===== config.mk =====
export PLATFORM = sky130hd
export DESIGN_NAME = acc_ctrl_gen
export DESIGN_NICKNAME = d
export VERILOG_FILES = /design/src/rtl/acc_ctrl_gen_pkg.sv /design/src/rtl/acc_ctrl_cnt.sv /design/src/rtl/acc_ctrl_gen.sv
export SDC_FILE = /design/constraint.sdc
export NUM_CORES = 1
export LEC_CHECK = 0
export CELL_PAD_IN_SITES_DETAIL_PLACEMENT = 0
export CELL_PAD_IN_SITES_GLOBAL_PLACEMENT = 1
export CORE_ASPECT_RATIO = 1.5
export CORE_UTILIZATION = 46
export CTS_BUF_LIST = sky130_fd_sc_hd__clkbuf_4 sky130_fd_sc_hd__clkbuf_8
export DETAILED_ROUTE_END_ITERATION = 6
export HOLD_SLACK_MARGIN = 0.05
export PLACE_DENSITY_LB_ADDON = 0.1
export SYNTH_ARGS = -nofsm -noshare
export SYNTH_HDL_FRONTEND = slang
export SYNTH_SLANG_ARGS = --single-unit

===== constraint.sdc =====
create_clock -name clk -period 7.6 [get_ports clk]
set_clock_uncertainty 0.05 [all_clocks]
set_input_delay 1.52 -clock clk [delete_from_list [all_inputs] [get_ports clk]]
set_output_delay 1.52 -clock clk [all_outputs]
set_load 0.005 [all_outputs]

===== src/rtl/acc_ctrl_gen_pkg.sv =====
// Shared definitions for the PE control-word issuer and its consumers:
// control-bit positions and the issuer FSM state encoding.
package acc_ctrl_gen_pkg;

  localparam int unsigned CTRL_VALID   = 0;
  localparam int unsigned CTRL_TAP_LSB = 1;
  localparam int unsigned CTRL_TAP_MSB = 6;
  localparam int unsigned CTRL_LAST    = 7;
  localparam int unsigned CTRL_FIRST   = 8;

  localparam int unsigned CTRL_TAP_W = CTRL_TAP_MSB - CTRL_TAP_LSB + 1;

  typedef enum logic [1:0] {
    IDLE,
    RUN,
    FIN
  } state_t;

endpackage


===== src/rtl/acc_ctrl_cnt.sv =====
// Nested tap/kernel counter: tap advances on en, wraps at klen-1 and then
// advances the kernel count; exposes first/last/terminal flags combinationally.
module acc_ctrl_cnt #(
  parameter int unsigned KLEN_WIDTH = 8,
  parameter int unsigned NK_WIDTH   = 8
) (
  input  logic                  clk,
  input  logic                  rst,
  input  logic                  clr,
  input  logic                  en,
  input  logic [KLEN_WIDTH-1:0] klen,
  input  logic [NK_WIDTH-1:0]   nk,
  output logic [KLEN_WIDTH-1:0] tap,
  output logic                  tap_first,
  output logic                  tap_last,
  output logic                  job_last
);

  logic [NK_WIDTH-1:0] kern;
  logic                kern_last;

  assign tap_first = (tap == '0);
  assign tap_last  = (tap == klen - KLEN_WIDTH'(1));
  assign kern_last = (kern == nk - NK_WIDTH'(1));
  assign job_last  = tap_last & kern_last;

  always_ff @(posedge clk or posedge rst) begin
    if (rst) begin
      tap  <= '0;
      kern <= '0;
    end else if (clr) begin
      tap  <= '0;
      kern <= '0;
    end else if (en) begin
      if (tap_last) begin
        tap  <= '0;
        kern <= kern_last ? '0 : kern + NK_WIDTH'(1);
      end else begin
        tap <= tap + KLEN_WIDTH'(1);
      end
    end
  end

endmodule


===== src/rtl/acc_ctrl_gen.sv =====
// Issues one PE control word plus matching RAM read strobe/address per kernel
// tap for a configured job, with a start/busy/done handshake to the scheduler.
module acc_ctrl_gen
  import acc_ctrl_gen_pkg::*;
#(
  parameter int unsigned CTRL_WIDTH = 9,
  parameter int unsigned ADDR_WIDTH = 10,
  parameter int unsigned KLEN_WIDTH = 8,
  parameter int unsigned NK_WIDTH   = 8
) (
  input  logic                  clk,
  input  logic                  rst,
  input  logic                  start,
  input  logic [KLEN_WIDTH-1:0] cfg_klen,
  input  logic [NK_WIDTH-1:0]   cfg_nk,
  input  logic [ADDR_WIDTH-1:0] cfg_base,
  input  logic                  stall,
  output logic [CTRL_WIDTH-1:0] ctrl,
  output logic                  rd_en,
  output logic [ADDR_WIDTH-1:0] rd_addr,
  output logic                  busy,
  output logic                  done
);

  state_t                state;
  logic [KLEN_WIDTH-1:0] klen_q;
  logic [NK_WIDTH-1:0]   nk_q;
  logic [ADDR_WIDTH-1:0] addr_q;
  logic                  fin_wait;

  logic                  accept;
  logic                  issue;
  logic [KLEN_WIDTH-1:0] tap;
  logic                  tap_first;
  logic                  tap_last;
  logic                  job_last;
  logic [CTRL_WIDTH-1:0] word;

  assign accept = (state == IDLE) && start;
  assign issue  = (state == RUN) && !stall;

  acc_ctrl_cnt #(
    .KLEN_WIDTH(KLEN_WIDTH),
    .NK_WIDTH  (NK_WIDTH)
  ) u_cnt (
    .clk      (clk),
    .rst      (rst),
    .clr      (accept),
    .en       (issue),
    .klen     (klen_q),
    .nk       (nk_q),
    .tap      (tap),
    .tap_first(tap_first),
    .tap_last (tap_last),
    .job_last (job_last)
  );

  always_comb begin
    word = '0;
    word[CTRL_VALID] = 1'b1;
    word[CTRL_TAP_MSB:CTRL_TAP_LSB] = CTRL_TAP_W'(tap);
    word[CTRL_LAST]  = tap_last;
    word[CTRL_FIRST] = tap_first;
  end

  always_ff @(posedge clk or posedge rst) begin
    if (rst) begin
      state    <= IDLE;
      klen_q   <= '0;
      nk_q     <= '0;
      addr_q   <= '0;
      fin_wait <= 1'b0;
      ctrl     <= '0;
      rd_en    <= 1'b0;
      rd_addr  <= '0;
      busy     <= 1'b0;
      done     <= 1'b0;
    end else begin
      ctrl  <= '0;
      rd_en <= 1'b0;
      case (state)
        IDLE: begin
          if (start) begin
            klen_q   <= cfg_klen;
            nk_q     <= cfg_nk;
            addr_q   <= cfg_base;
            busy     <= 1'b1;
            fin_wait <= 1'b1;
            state    <= (cfg_klen == '0 || cfg_nk == '0) ? FIN : RUN;
          end
        end
        RUN: begin
          if (!stall) begin
            ctrl    <= word;
            rd_en   <= 1'b1;
            rd_addr <= addr_q;
            addr_q  <= addr_q + ADDR_WIDTH'(1);
            if (job_last) state <= FIN;
          end
        end
        FIN: begin
          // One quiet cycle after the last word, then a one-cycle done;
          // busy drops on the edge that clears done.
          if (fin_wait) begin
            fin_wait <= 1'b0;
          end else if (!done) begin
            done <= 1'b1;
          end else begin
            done  <= 1'b0;
            busy  <= 1'b0;
            state <= IDLE;
          end
        end
        default: state <= IDLE;
      endcase
    end
  end

endmodule


; After elaboration in Yosys (flattened, before gate mapping)
; Index checks and enable logic that the tools add are counted.
; W data, S select, Z words.
[totals]
reg_bits = 67
in_bits = 30
output_inout_bits = 22
word_cells = 76
[classes]
add_sub_neg = 5
n_eq_ne = 9
n_mux = 27
bitwise_logic = 3
reduce_logical = 20
[op_table]
columns = op, n
row1 = $mux W8, 7
row2 = $logic_not A8 Y1, 3
row3 = $mux W10, 2
row4 = $pmux W10 S2, 1
row5 = $mux W9, 2
row6 = $add A8 B1 Y8 const B, 2
row7 = $eq A8 B8 Y1, 2
row8 = $sub A8 B1 Y8 const B, 2
row9 = $mux W2, 6
row10 = $add A10 B1 Y10 const B, 1
row11 = $ne A2 B2 Y1 const B, 5
row12 = $reduce_and A2 Y1, 5
row13 = $reduce_bool A2 Y1, 4
row14 = $mux W1, 6
row15 = $pmux W2 S3, 1
row16 = $reduce_and A5 Y1, 1
row17 = $pmux W1 S2, 2
row18 = $reduce_and A4 Y1, 1
row19 = $reduce_and A3 Y1, 1
row20 = $eq A2 B1 Y1 const B, 1
row21 = $eq A2 B2 Y1 const B, 1
row22 = $logic_and A1 B1 Y1, 2
row23 = $logic_not A2 Y1, 1
row24 = $not A1 Y1, 2
row25 = other kinds (3), 3

; Depth between registers and ports, before layout
[logic_depth]
depth_word = 6
mapped_depth = 10
depth_no_buf = 9

; By module
; Synthesis repeated with hierarchy kept, for this count alone.
[hier_totals]
hier_cells = 345
area_unflattened_um2 = 3661.0
[modules_own_cells]
columns = module, instances, cells_per_inst, area_per_inst_um2, seq_area_each_um2
row1 = acc_ctrl_gen, 1, 180, 2248.4, 1251.2
row2 = acc_ctrl_cnt, 1, 165, 1412.6, 400.4

; Worst setup path after synthesis
; Ideal clock, no wire load.
[synth_path]
path_kind = input to register
start = input port start
end = register u_cnt.tap[4]
arrival_time_ns = 2.620
setup_slack_ns = 4.802
stages = 6
path_cell_list = inv_1 nor3_1 nor2_1 buf_2 o21ai_0 o31ai_1
[synth_between]
elab_chain_cells = 2
[synth_rtl]
columns = item, line
row1 = from (decl), acc_ctrl_gen.sv:13  ; input logic start,
row2 = $logic_and A1 B1 Y1 (*), acc_ctrl_gen.sv:39  ; assign accept = (state == IDLE) && start;
row3 = $mux W8 / $reduce_bool A2 Y1 (equally long branches), n/a
row4 = to (signal assigned), acc_ctrl_cnt.sv:39  ; tap <= tap + KLEN_WIDTH'(1);
row5 = to (decl), acc_ctrl_cnt.sv:13  ; output logic [KLEN_WIDTH-1:0] tap,
; Every way passes the cells marked *; elsewhere a longest branch is shown, timed or not.
; A chain may end at the register's enable or synchronous reset.

; Worst setup path in the final report
[layout_path]
start = input port stall
end = register addr_q[0]
[layout_between]
elab_chain_cells = 2
[layout_rtl]
columns = item, line
row1 = from (decl), acc_ctrl_gen.sv:17  ; input logic stall,
row2 = $ne A2 B2 Y1 (no line), n/a
row3 = $reduce_and A3 Y1 (no line), n/a
row4 = to (signal assigned), acc_ctrl_gen.sv:86  ; addr_q <= cfg_base;
row5 = to (signal assigned), acc_ctrl_gen.sv:97  ; addr_q <= addr_q + ADDR_WIDTH'(1);
row6 = to (decl), acc_ctrl_gen.sv:28  ; logic [ADDR_WIDTH-1:0] addr_q;
; Every way passes these cells.

==> metrics.csv <==
metric,value,unit
Highest Clock Rate,225,MHz
Tcrit/Tclk final,58.6,%
status,"complete, no violations",
Die Ht,110,um
CP Launch Type,input port,
Area contributors post-synth,"dfrtp_1 46%, nand2_1 9.8%, o21ai_0 3.5%",
crit path DAT,4.63,ns
Hold EP,rd_addr[1],
latest clock arrival within the worst-skew pair,0.34,ns
CTS Root Buffer Type,clkbuf_8,
final core utilization,57.2,%
synth cell count leaders,"93 x nand2_1, 66 x dfrtp_1, 30 x nor2_1",
#FFs+latches synth,66,
type of the worst setup path,input port to flip-flop,
Leak,1.94,nW
CP required,7.78,ns
Worst R2R Path Depth,7,
fin. max-slew vios,0,
unrepaired setup endpoints after global routing,no,
Synth async-reset ratio,100,%
Unique masters post-synth,57,
Synth Flop Type,dfrtp_1,
yosys warns,0,
post-synth top area cell,dfrtp_1,
setup_tns,0,ns
DP Area,4090,sq um
Via density,5.36,
Overall Global Routing Usage,22.8,%
CTS Hold Buffers Added,0,
CTS Buf Count,9,
PwrDens,364,nW/um^2
H-Tree Depth,3,
Mapped Cells,403,
Top Ports,52,
initial antenna violation count,0,
die area,8110,sq um
Final Setup Violations,0,
Core Footprint,7560,sq um
hold_sp,rd_addr[1],
P&R area growth vs syn,21.4,%
Yosys top cell area share,46.3,%
CTS Sinks,66,
Max clock buf depth,2,
post_cts resized,0,
number of nets in the layout,484,
most frequent cell after synthesis,nand2_1,
DR DRC count,0,
Critical Path Fanout Max,22,
reg2reg setup slack,4.22,ns
Post-CTS Setup Repair Bufs,0,
Initial Utilization,47.1,%
GP Congestion,0.878,
# diodes,0,
Chip Width,73.9,um
Max-Cap Viols,0,
number of global-route vias before repair,2962,
RR Endpoint,addr_q[0],
maximum VDD drop,0.176,mV
Port-buffer cells,51,
Detailed Routing Iterations Pass 1,4,
layout cells sized above 1,7.74,%
Filler cells,713,
hold path depth,2,
Period minus WS final,4.45,ns
crit path capture type,flip-flop,
Final Instance Area,4330,sq um
first-pass GRT wire length,13.9,mm
"EDFF count, synth",0,
worst min path class,flip-flop to flip-flop,
post-synthesis sequential area ratio,46.3,%
"Reg clk slew, reported paths",0.07,ns
drt first-iter violations,153,
worst flop-to-flop path startpoint,state[0],
Tightest Pin Transition,1.02,ns
Worst slew margin,32.0,%
"Net Count, Synth",439,
largest net degree at the start of global routing,67,
WL final,8.31,mm
CTS tree,yes,
syn_area_per_cell,8.85,sq um
DR WL/cell,15.0,um
final hold viol count,0,
via count,2970,
total global routing overflow,0,
Post-Syn Area,3560,sq um
number of routed nets with antenna violations,0,
Cell Rows,39,
HPWL Detailed,5.89,mm
==> report_power, final <==
| group | internal [mW] | leakage (nW) | switching, mW | total, mW |
|---|---|---|---|---|
| Clock | 0.224 | 0.118 | 0.131 | 0.355 |
| Combinational | 0.283 | 0.977 | 0.339 | 0.622 |
| Sequential | 0.468 | 0.840 | 0.129 | 0.597 |
==> registers in the layout, summed over array words and instances (netlist names) <==
register,cells
busy,1
rd_en,1
u_cnt.kern,8
klen_q,8
ctrl,8
rd_addr,10
done,1
state,2
u_cnt.tap,8
nk_q,8
addr_q,10
fin_wait,1
==> stage by stage <==
step / power, mW / cells / setup slack, ns / hold slack, ns
finish: 1.57 / 554 / 3.15 / 0.431
global route: 1.71 / 554 / 2.85 / 0.452
CTS: 1.59 / 554 / 3.10 / 0.437
detailed placement: 1.23 / 539 / 2.74 / 0.416
global placement: 1.22 / 539 / 2.85 / 0.415
floorplan: 1.03 / 403 / 4.38 / 0.411
==> logic make-up (layout without fill, tap and decap cells) <==
| kind of cell | count (synthesis) | after routing | synth area share (%) |
|---|---|---|---|
| buffers and inverters | 34 | 83 | 5.44 |
| adder cells (fa/ha/maj) | 6 | 6 | 2.11 |
| AND/OR/NAND/NOR | 191 | 191 | 25.0 |
| flip-flops | 66 | 66 | 46.3 |
| XOR/XNOR | 17 | 17 | 4.18 |
| AO/OA/AOI/OAI | 88 | 88 | 16.6 |
| multiplexers | 1 | 1 | 0.316 |
==> worst max-delay path: stages <==
cell and delay (ns):
clkdlybuf4s50_1 0.47, nand2b_1 0.79, clkinv_1 0.79, nor2_1 0.75, nor3_1 0.09, a21oi_1 0.14
nand2_1 0.06
==> worst max-delay path by stage <==
stage,slack (ns),start,depth (start not counted),endpoint
after floorplan,4.38,rst,1,addr_q[0]
after global placement,2.85,stall,7,addr_q[2]
after detailed placement,2.74,stall,7,addr_q[7]
after CTS,3.10,stall,7,addr_q[7]
after global routing,2.85,stall,6,u_cnt.tap[4]
final,3.15,stall,7,addr_q[0]
==> layer usage <==
layer	track usage, %	up-vias	part of all wire (%)
met5	0	-	0
met4	8.65	0	1.3
met3	4.86	7	3.0
met2	39.4	48	53
met1	27.4	1434	43
li1	-	1481	-
==> cell usage in the layout, fill, tap and decap left out, drive strengths merged, types with 9 or more instances in the layout <==
master,n
a21oi,24
xor2,12
nor3,9
nand2,94
dfrtp,66
clkdlybuf4s50,51
clkbuf,10
nor2,30
nand3,18
inv,13
o21ai,25
==> cell type report <==
| type | count | area [sq um] | area share, % |
|---|---|---|---|
| clock inverters | 5 | 103 | 2.37 |
| clock buffers | 10 | 138 | 3.18 |
| repair buffers | 54 | 533 | 12.3 |
| multi-input cells | 303 | 1720 | 39.8 |
| inverters | 14 | 52.6 | 1.21 |
| well taps | 102 | 128 | 2.95 |
| flip-flops and latches | 66 | 1650 | 38.2 |
(Power assumes the default switching activity.)
